## config.mk

```make
export PLATFORM = sky130hd
export DESIGN_NAME = csr_unit_flat
export DESIGN_NICKNAME = d
export VERILOG_FILES = /design/src/rtl/csr_unit_if.sv /design/src/rtl/csr_unit.sv /design/src/flat_wrapper.sv
export SDC_FILE = /design/constraint.sdc
export NUM_CORES = 1
export LEC_CHECK = 0
export BUFFER_PORTS_ARGS = -buffer_cell sky130_fd_sc_hd__buf_2
export CORE_ASPECT_RATIO = 0.6
export CORE_MARGIN = 3
export CORE_UTILIZATION = 50
export CTS_CLUSTER_SIZE = 25
export DETAILED_ROUTE_END_ITERATION = 12
export PLACE_DENSITY_LB_ADDON = 0.05
export SKIP_CTS_REPAIR_TIMING = 1
export SLEW_MARGIN = 5
export SYNTH_ARGS = -nofsm -noshare
export SYNTH_HDL_FRONTEND = slang
export SYNTH_SLANG_ARGS = --single-unit
```

## constraint.sdc

```tcl
create_clock -name clk -period 5.4 [get_ports clk]
set_input_delay 0 -clock clk [delete_from_list [all_inputs] [get_ports clk]]
set_output_delay 0 -clock clk [all_outputs]
set_load 0.05 [all_outputs]
```

## src/rtl/csr_unit_if.sv

```systemverilog
`default_nettype none
// ============================================================================
// Module      : csr_unit_if
// Description : EX-stage to CSR-unit request/response bundle.
// Revision    : 1.0
// ============================================================================
interface csr_unit_if;
   logic [31:0] pc;
   logic [11:0] csr_addr;
   logic [31:0] rs1_rdata;
   logic        wr;
   logic        set;
   logic        clr;
   logic        reg_wr;
   logic        mret;
   logic        wfi;
   logic [31:0] rd_wdata;

   modport master (
      output pc, csr_addr, rs1_rdata, wr, set, clr, reg_wr, mret, wfi,
      input  rd_wdata
   );

   modport slave (
      input  pc, csr_addr, rs1_rdata, wr, set, clr, reg_wr, mret, wfi,
      output rd_wdata
   );
endinterface
`default_nettype wire

```

## src/rtl/csr_unit.sv

```systemverilog
`default_nettype none
// ============================================================================
// Module      : csr_unit
// Description : Machine-mode CSRs, 64-bit counters, interrupts, MRET and WFI.
// Revision    : 1.0
// ============================================================================
module csr_unit #(
   parameter logic [31:0] MTVEC_ADDR = 32'h0001_0000
) (
   input  wire logic        clk,
   input  wire logic        rst,
   input  wire logic        cpuwait_i,
   input  wire logic        retire_i,
   input  wire logic        ext_irq_i,
   input  wire logic        timer_irq_i,
   csr_unit_if.slave        ex2csr,
   output logic             redirect_o,
   output logic [31:0]      redirect_pc_o,
   output logic             stall_o
);
   localparam logic [11:0] c_mstatus   = 12'h300;
   localparam logic [11:0] c_mie       = 12'h304;
   localparam logic [11:0] c_mtvec     = 12'h305;
   localparam logic [11:0] c_mepc      = 12'h341;
   localparam logic [11:0] c_mip       = 12'h344;
   localparam logic [11:0] c_mcycle    = 12'hB00;
   localparam logic [11:0] c_mcycleh   = 12'hB80;
   localparam logic [11:0] c_minstret  = 12'hB02;
   localparam logic [11:0] c_minstreth = 12'hB82;
   localparam logic [11:0] c_cycle     = 12'hC00;
   localparam logic [11:0] c_cycleh    = 12'hC80;
   localparam logic [11:0] c_instret   = 12'hC02;
   localparam logic [11:0] c_instreth  = 12'hC82;

   typedef enum logic [0:0] {ST_RUN = 1'b0, ST_SLEEP = 1'b1} state_t;

   state_t      r_state;
   logic        r_mie;
   logic        r_mpie;
   logic        r_mtie;
   logic        r_meie;
   logic [31:0] r_mepc;
   logic [31:0] r_wfi_pc;
   logic [63:0] r_mcycle;
   logic [63:0] r_minstret;

   logic [31:0] w_mstatus;
   logic [31:0] w_mie_csr;
   logic [31:0] w_mip;
   logic [31:0] w_rdata;
   logic [31:0] w_wval;
   logic        w_pending;
   logic        w_sleep;
   logic        w_trap;
   logic        w_mret;
   logic        w_we;
   logic        w_unused;

   assign w_unused  = ex2csr.reg_wr;

   assign w_mstatus = {19'b0, 2'b11, 3'b0, r_mpie, 3'b0, r_mie, 3'b0};
   assign w_mie_csr = {20'b0, r_meie, 3'b0, r_mtie, 7'b0};
   assign w_mip     = {20'b0, ext_irq_i, 3'b0, timer_irq_i, 7'b0};

   always_comb begin
      w_rdata = 32'b0;
      case (ex2csr.csr_addr)
         c_mstatus:              w_rdata = w_mstatus;
         c_mie:                  w_rdata = w_mie_csr;
         c_mtvec:                w_rdata = MTVEC_ADDR;
         c_mepc:                 w_rdata = r_mepc;
         c_mip:                  w_rdata = w_mip;
         c_mcycle,   c_cycle:    w_rdata = r_mcycle[31:0];
         c_mcycleh,  c_cycleh:   w_rdata = r_mcycle[63:32];
         c_minstret, c_instret:  w_rdata = r_minstret[31:0];
         c_minstreth, c_instreth: w_rdata = r_minstret[63:32];
         default:                w_rdata = 32'b0;
      endcase
   end
   assign ex2csr.rd_wdata = w_rdata;

   assign w_pending = |(w_mip & w_mie_csr);
   assign w_sleep   = (r_state == ST_SLEEP);
   assign w_trap    = r_mie & w_pending & ~cpuwait_i;
   // While sleeping the pipeline is frozen, so the EX slot issues no CSR side effects.
   assign w_mret    = ex2csr.mret & ~w_trap & ~cpuwait_i & ~w_sleep;
   assign w_we      = (ex2csr.wr | ex2csr.set | ex2csr.clr) & ~w_trap & ~cpuwait_i & ~w_sleep;

   always_comb begin
      w_wval = ex2csr.rs1_rdata;
      if (ex2csr.set)
         w_wval = w_rdata | ex2csr.rs1_rdata;
      else if (ex2csr.clr)
         w_wval = w_rdata & ~ex2csr.rs1_rdata;
   end

   assign redirect_o = w_trap | w_mret;
   assign stall_o    = w_sleep & ~w_pending;

   always_comb begin
      redirect_pc_o = 32'b0;
      if (w_trap)
         redirect_pc_o = MTVEC_ADDR;
      else if (w_mret)
         redirect_pc_o = r_mepc;
   end

   always_ff @(posedge clk or posedge rst) begin
      if (rst) begin
         r_state  <= ST_RUN;
         r_mie    <= 1'b0;
         r_mpie   <= 1'b0;
         r_mtie   <= 1'b0;
         r_meie   <= 1'b0;
         r_mepc   <= 32'b0;
         r_wfi_pc <= 32'b0;
      end else begin
         if (w_trap) begin
            r_mepc <= w_sleep ? {r_wfi_pc[31:2] + 30'd1, 2'b00} : {ex2csr.pc[31:2], 2'b00};
            r_mpie <= r_mie;
            r_mie  <= 1'b0;
         end else if (w_mret) begin
            r_mie  <= r_mpie;
            r_mpie <= 1'b1;
         end else if (w_we) begin
            case (ex2csr.csr_addr)
               c_mstatus: begin
                  r_mie  <= w_wval[3];
                  r_mpie <= w_wval[7];
               end
               c_mie: begin
                  r_mtie <= w_wval[7];
                  r_meie <= w_wval[11];
               end
               c_mepc:  r_mepc <= {w_wval[31:2], 2'b00};
               default: ;
            endcase
         end

         case (r_state)
            ST_RUN: begin
               if (ex2csr.wfi & ~w_pending & ~cpuwait_i) begin
                  r_state  <= ST_SLEEP;
                  r_wfi_pc <= ex2csr.pc;
               end
            end
            ST_SLEEP: begin
               if (w_pending & ~cpuwait_i)
                  r_state <= ST_RUN;
            end
            default: r_state <= ST_RUN;
         endcase
      end
   end

   // A write to either half replaces that cycle's increment of the whole counter.
   always_ff @(posedge clk or posedge rst) begin
      if (rst) begin
         r_mcycle   <= 64'b0;
         r_minstret <= 64'b0;
      end else begin
         if (w_we && ex2csr.csr_addr == c_mcycle)
            r_mcycle[31:0] <= w_wval;
         else if (w_we && ex2csr.csr_addr == c_mcycleh)
            r_mcycle[63:32] <= w_wval;
         else
            r_mcycle <= r_mcycle + 64'd1;

         if (w_we && ex2csr.csr_addr == c_minstret)
            r_minstret[31:0] <= w_wval;
         else if (w_we && ex2csr.csr_addr == c_minstreth)
            r_minstret[63:32] <= w_wval;
         else if (retire_i & ~cpuwait_i)
            r_minstret <= r_minstret + 64'd1;
      end
   end
endmodule
`default_nettype wire

```

## src/flat_wrapper.sv

```systemverilog
// flat-port wrapper written by rule: the top's interface ports become plain ports
module csr_unit_flat 
#(
   parameter logic [31:0] MTVEC_ADDR = 32'h0001_0000
)
  (clk, rst, cpuwait_i, retire_i, ext_irq_i, timer_irq_i, redirect_o, redirect_pc_o, stall_o, ex2csr_pc, ex2csr_csr_addr, ex2csr_rs1_rdata, ex2csr_wr, ex2csr_set, ex2csr_clr, ex2csr_reg_wr, ex2csr_mret, ex2csr_wfi, ex2csr_rd_wdata);
  csr_unit_if ex2csr_i ();
  input  wire logic clk;
  input  wire logic rst;
  input  wire logic cpuwait_i;
  input  wire logic retire_i;
  input  wire logic ext_irq_i;
  input  wire logic timer_irq_i;
  output logic redirect_o;
  output logic [31:0] redirect_pc_o;
  output logic stall_o;
  input wire logic [$bits(ex2csr_i.pc)-1:0] ex2csr_pc;
  input wire logic [$bits(ex2csr_i.csr_addr)-1:0] ex2csr_csr_addr;
  input wire logic [$bits(ex2csr_i.rs1_rdata)-1:0] ex2csr_rs1_rdata;
  input wire logic [$bits(ex2csr_i.wr)-1:0] ex2csr_wr;
  input wire logic [$bits(ex2csr_i.set)-1:0] ex2csr_set;
  input wire logic [$bits(ex2csr_i.clr)-1:0] ex2csr_clr;
  input wire logic [$bits(ex2csr_i.reg_wr)-1:0] ex2csr_reg_wr;
  input wire logic [$bits(ex2csr_i.mret)-1:0] ex2csr_mret;
  input wire logic [$bits(ex2csr_i.wfi)-1:0] ex2csr_wfi;
  output wire logic [$bits(ex2csr_i.rd_wdata)-1:0] ex2csr_rd_wdata;
  assign ex2csr_i.pc = ex2csr_pc;
  assign ex2csr_i.csr_addr = ex2csr_csr_addr;
  assign ex2csr_i.rs1_rdata = ex2csr_rs1_rdata;
  assign ex2csr_i.wr = ex2csr_wr;
  assign ex2csr_i.set = ex2csr_set;
  assign ex2csr_i.clr = ex2csr_clr;
  assign ex2csr_i.reg_wr = ex2csr_reg_wr;
  assign ex2csr_i.mret = ex2csr_mret;
  assign ex2csr_i.wfi = ex2csr_wfi;
  assign ex2csr_rd_wdata = ex2csr_i.rd_wdata;
  csr_unit #(.MTVEC_ADDR(MTVEC_ADDR)) u_core (.clk(clk), .rst(rst), .cpuwait_i(cpuwait_i), .retire_i(retire_i), .ext_irq_i(ext_irq_i), .timer_irq_i(timer_irq_i), .ex2csr(ex2csr_i), .redirect_o(redirect_o), .redirect_pc_o(redirect_pc_o), .stall_o(stall_o));
endmodule
```

==> impl_metrics.yaml <==
layout:
  area_delta_synth_final_pct: 15.2
  drive_above_1_share_pct: 18.5
  final-seq-area_um2: 4830
  fin_nets: 1825
  multi_input_area_um2: 8450
  fillers: 2418
power_and_ir_drop:
  powerDensity_nw_per_um2: 226
  leakagePower_nw: 6.82
  ir_worst_vdd_mv: 0.240
sta:
  grt_setup_unrepaired: "no"
  clock_skew_ns: 0.0117
  worst_pin_slew_ns: 1.39
  slew_violations: 0
  hold_violations: 0
  relSlewSlack_pct: 7.12
  finalSetupTns_ns: 0
  layout_min_cycle_time_ns: 3.50
  fmax_ghz: 0.285
  period_share_pct: 64.9
  setup_ws_ns: 1.90
  setup_viol: 0
logic_synthesis:
  synth_cell_types: 87
  syn_area_um2: 13800
  synth_top_area_cell: "dfrtp_1"
  postSynthCellCount: 1581
  synth_area_leaders: "dfrtp_1 (35%), nand2_1 (4.6%), mux2_2 (4.3%), mux2i_1 (4.3%), xnor2_1 (4.2%)"
  netlist_top_cells_count: "dfrtp_1 (193), nand2_1 (168), nand3_1 (100)"
  seq_area_frac_synth_pct: 35.1
  yosysWarnings: 0
  ys_async_sr_fraction_pct: 100
  synth_area_per_cell_um2: 8.70
  synth_top_flop_cell: "dfrtp_1"
  synth_seq_cells: 193
  synth_enable_flop_cells: 0
  yosysMostFrequentCell: "dfrtp_1"
  synth_top_cell_area_share_pct: 35.1
worst_setup_path:
  path_delay_family: "compound AO/OA/AOI/OAI gates"
  arrival_ns: 3.81
  r2r_cells: 7
  cp-start-kind: "flop"
  rrSetupSlack_ns: 1.90
  crit_buf_inv: 1
  reg2reg_from: "u_core.r_meie"
  critPathMaxFanout: 11
  worstPathCellList: "a22o_1 -> a2111o_1 -> o21bai_1 -> buf_4 -> nor4_1 -> xnor2_1 -> mux2i_1"
  max_stage_delay_ns: 1.15
  worstSetupPathType: "flop to flop"
  crit_required_ns: 5.70
  cpMaxStageDelayCell: "o21bai_1"
  endpoint_kind: "flop"
  r2r_end: "u_core.r_mcycle[15]"
clock_network:
  cts_buffers: 17
  cts_tree: "done"
  clockRootBuffer: "clkbuf_16"
  cts.path.max_buffers: 2
  clock-sinks: 193
  cts_max_level: 4
  clk_latency_ns: 0.47
  path_clk_slew_ns: 0.08
detailed_routing:
  ant_nets: 0
  via_per_inst: 6.82
  wl_per_cell_um: 28.4
  first_iter_violations: 2077
  routed_wl_um: 59800
  drcViolationCount: 0
  first_pass_iters: 8
  num_vias: 14400
grt:
  grt_pass1_wl_um: 86400
  antenna_found_initial: 1
  grt_pass1_vias: 12800
  grt_remaining_overflow: 0
  grt_usage_pct: 40.0
  grt_max_degree: 99
floorplan:
  ios: 154
  die_x_um: 220
  die_h_um: 134
  core-area_um2: 26800
  start_util_pct: 51.4
  std_cell_rows: 46
  die_area_um2: 29600
worst_hold_path:
  holdPathEnd: "u_core.r_minstret[0]"
  min_path_cells: 3
  hp-start: "ex2csr_rs1_rdata[0]"
  hold_path_class: "primary input to flop"
placed_design:
  io_buffers: 148
  routabilityCongestion: 1.04
  dpl.hpwl_um: 44700
  post-place-ws_ns: 1.86
run:
  cap_violations: 0
run_status:
  status: "completed"
[stage by stage]
| stage | instances | hold WS, ns | power (W) | instance area, um^2 | util (%) |
|---|---|---|---|---|---|
| 2_1_floorplan | 1582 | 0.151 | 0.00199 | 13800 | - |
| 3_3_place_gp | 2041 | 0.182 | 0.00220 | 14900 | 55.7 |
| 3_5_place_dp | 2041 | 0.181 | 0.00221 | 14900 | 55.7 |
| 4_1_cts | 2073 | -0.317 | 0.00355 | 15500 | 57.9 |
| 5_1_grt | 2108 | 0.0369 | 0.00371 | 15900 | 59.2 |
| 6_report | 2108 | 0.000765 | 0.00358 | 15900 | 59.2 |
[layout make-up]
type	instances	share of cell area, %
clock buffer	17	2.68
antenna	1	0.0158
inverter	30	0.758
clock inverter	15	1.07
timing repair buffer	225	8.86
tap	360	2.84
multi-input combinational	1267	53.3
sequential	193	30.5
[report_power, final]
part	switching [W]	internal [W]
clock	0.000691	0.000663
sequential	0.000147	0.00154
combinational	0.000328	0.000220
[worst max path at each step]
stage	from	end	slack, ns	cells after the start
after global routing	u_core.r_meie	u_core.r_mcycle[15]	1.80	7
final	u_core.r_meie	u_core.r_mcycle[15]	1.90	7
after detailed placement	ex2csr_set	u_core.r_mcycle[15]	1.86	8
after floorplan	rst	u_core.r_mcycle[0]	0.14	1
after CTS	u_core.r_meie	u_core.r_mcycle[15]	2.05	7
after global placement	ex2csr_set	u_core.r_mcycle[23]	1.88	8
[metal layers]
layer / wire (um) / global-route usage [%] / vias up / part of all wire, %
li1: - / - / 6209 / -
met4: 1460 / 9.65 / 0 / 2.4
met1: 25700 / 60.6 / 7080 / 43
met5: 0 / 0 / - / 0
met3: 8660 / 14.3 / 105 / 14
met2: 24000 / 54.0 / 980 / 40
[worst reg2reg max path, cell delays in order (launching register included)]
cell	delay, ns
dfrtp_1	0.40
a22o_1	0.39
a2111o_1	0.67
o21bai_1	1.15
buf_4	0.39
nor4_1	0.10
xnor2_1	0.16
mux2i_1	0.09
[cells in the final DEF (no fill, tap or decap), types with 23 or more instances in the layout]
| master | instances |
|---|---|
| buf_2 | 148 |
| xnor2_1 | 66 |
| nor2_1 | 97 |
| nor3_1 | 52 |
| nand2_1 | 168 |
| nand3_1 | 100 |
| inv_1 | 28 |
| buf_4 | 43 |
| a21oi_1 | 82 |
| and2_1 | 43 |
| and3_1 | 26 |
| a211oi_1 | 24 |
| mux2_2 | 53 |
| dfrtp_1 | 193 |
| o21ai_0 | 69 |
| nand4_1 | 59 |
| dlygate4sd3_1 | 34 |
| nor4_1 | 34 |
| xor2_1 | 61 |
| mux2i_1 | 59 |
| a31oi_1 | 23 |
[sequential cells by signal, indices dropped and copies added (netlist names)]
register           count
u_core.r_mcycle       64
u_core.r_state         1
u_core.r_minstret     64
u_core.r_meie          1
u_core.r_mie           1
u_core.r_wfi_pc       30
u_core.r_mtie          1
u_core.r_mepc         30
u_core.r_mpie          1
[cells by family after synthesis]
kind of cell             count (synthesis)  share of synthesized area [%]
AO/OA/AOI/OAI                          344                           16.6
flip-flops                             193                           35.1
other                                    1                         0.0273
adder cells (fa/ha/maj)                  3                          0.273
XOR/XNOR                               127                           8.09
buffers and inverters                  122                           3.84
AND/OR/NAND/NOR                        664                           24.9
multiplexers                           127                           11.1
No activity file was read; power rests on OpenSTA's default activity.
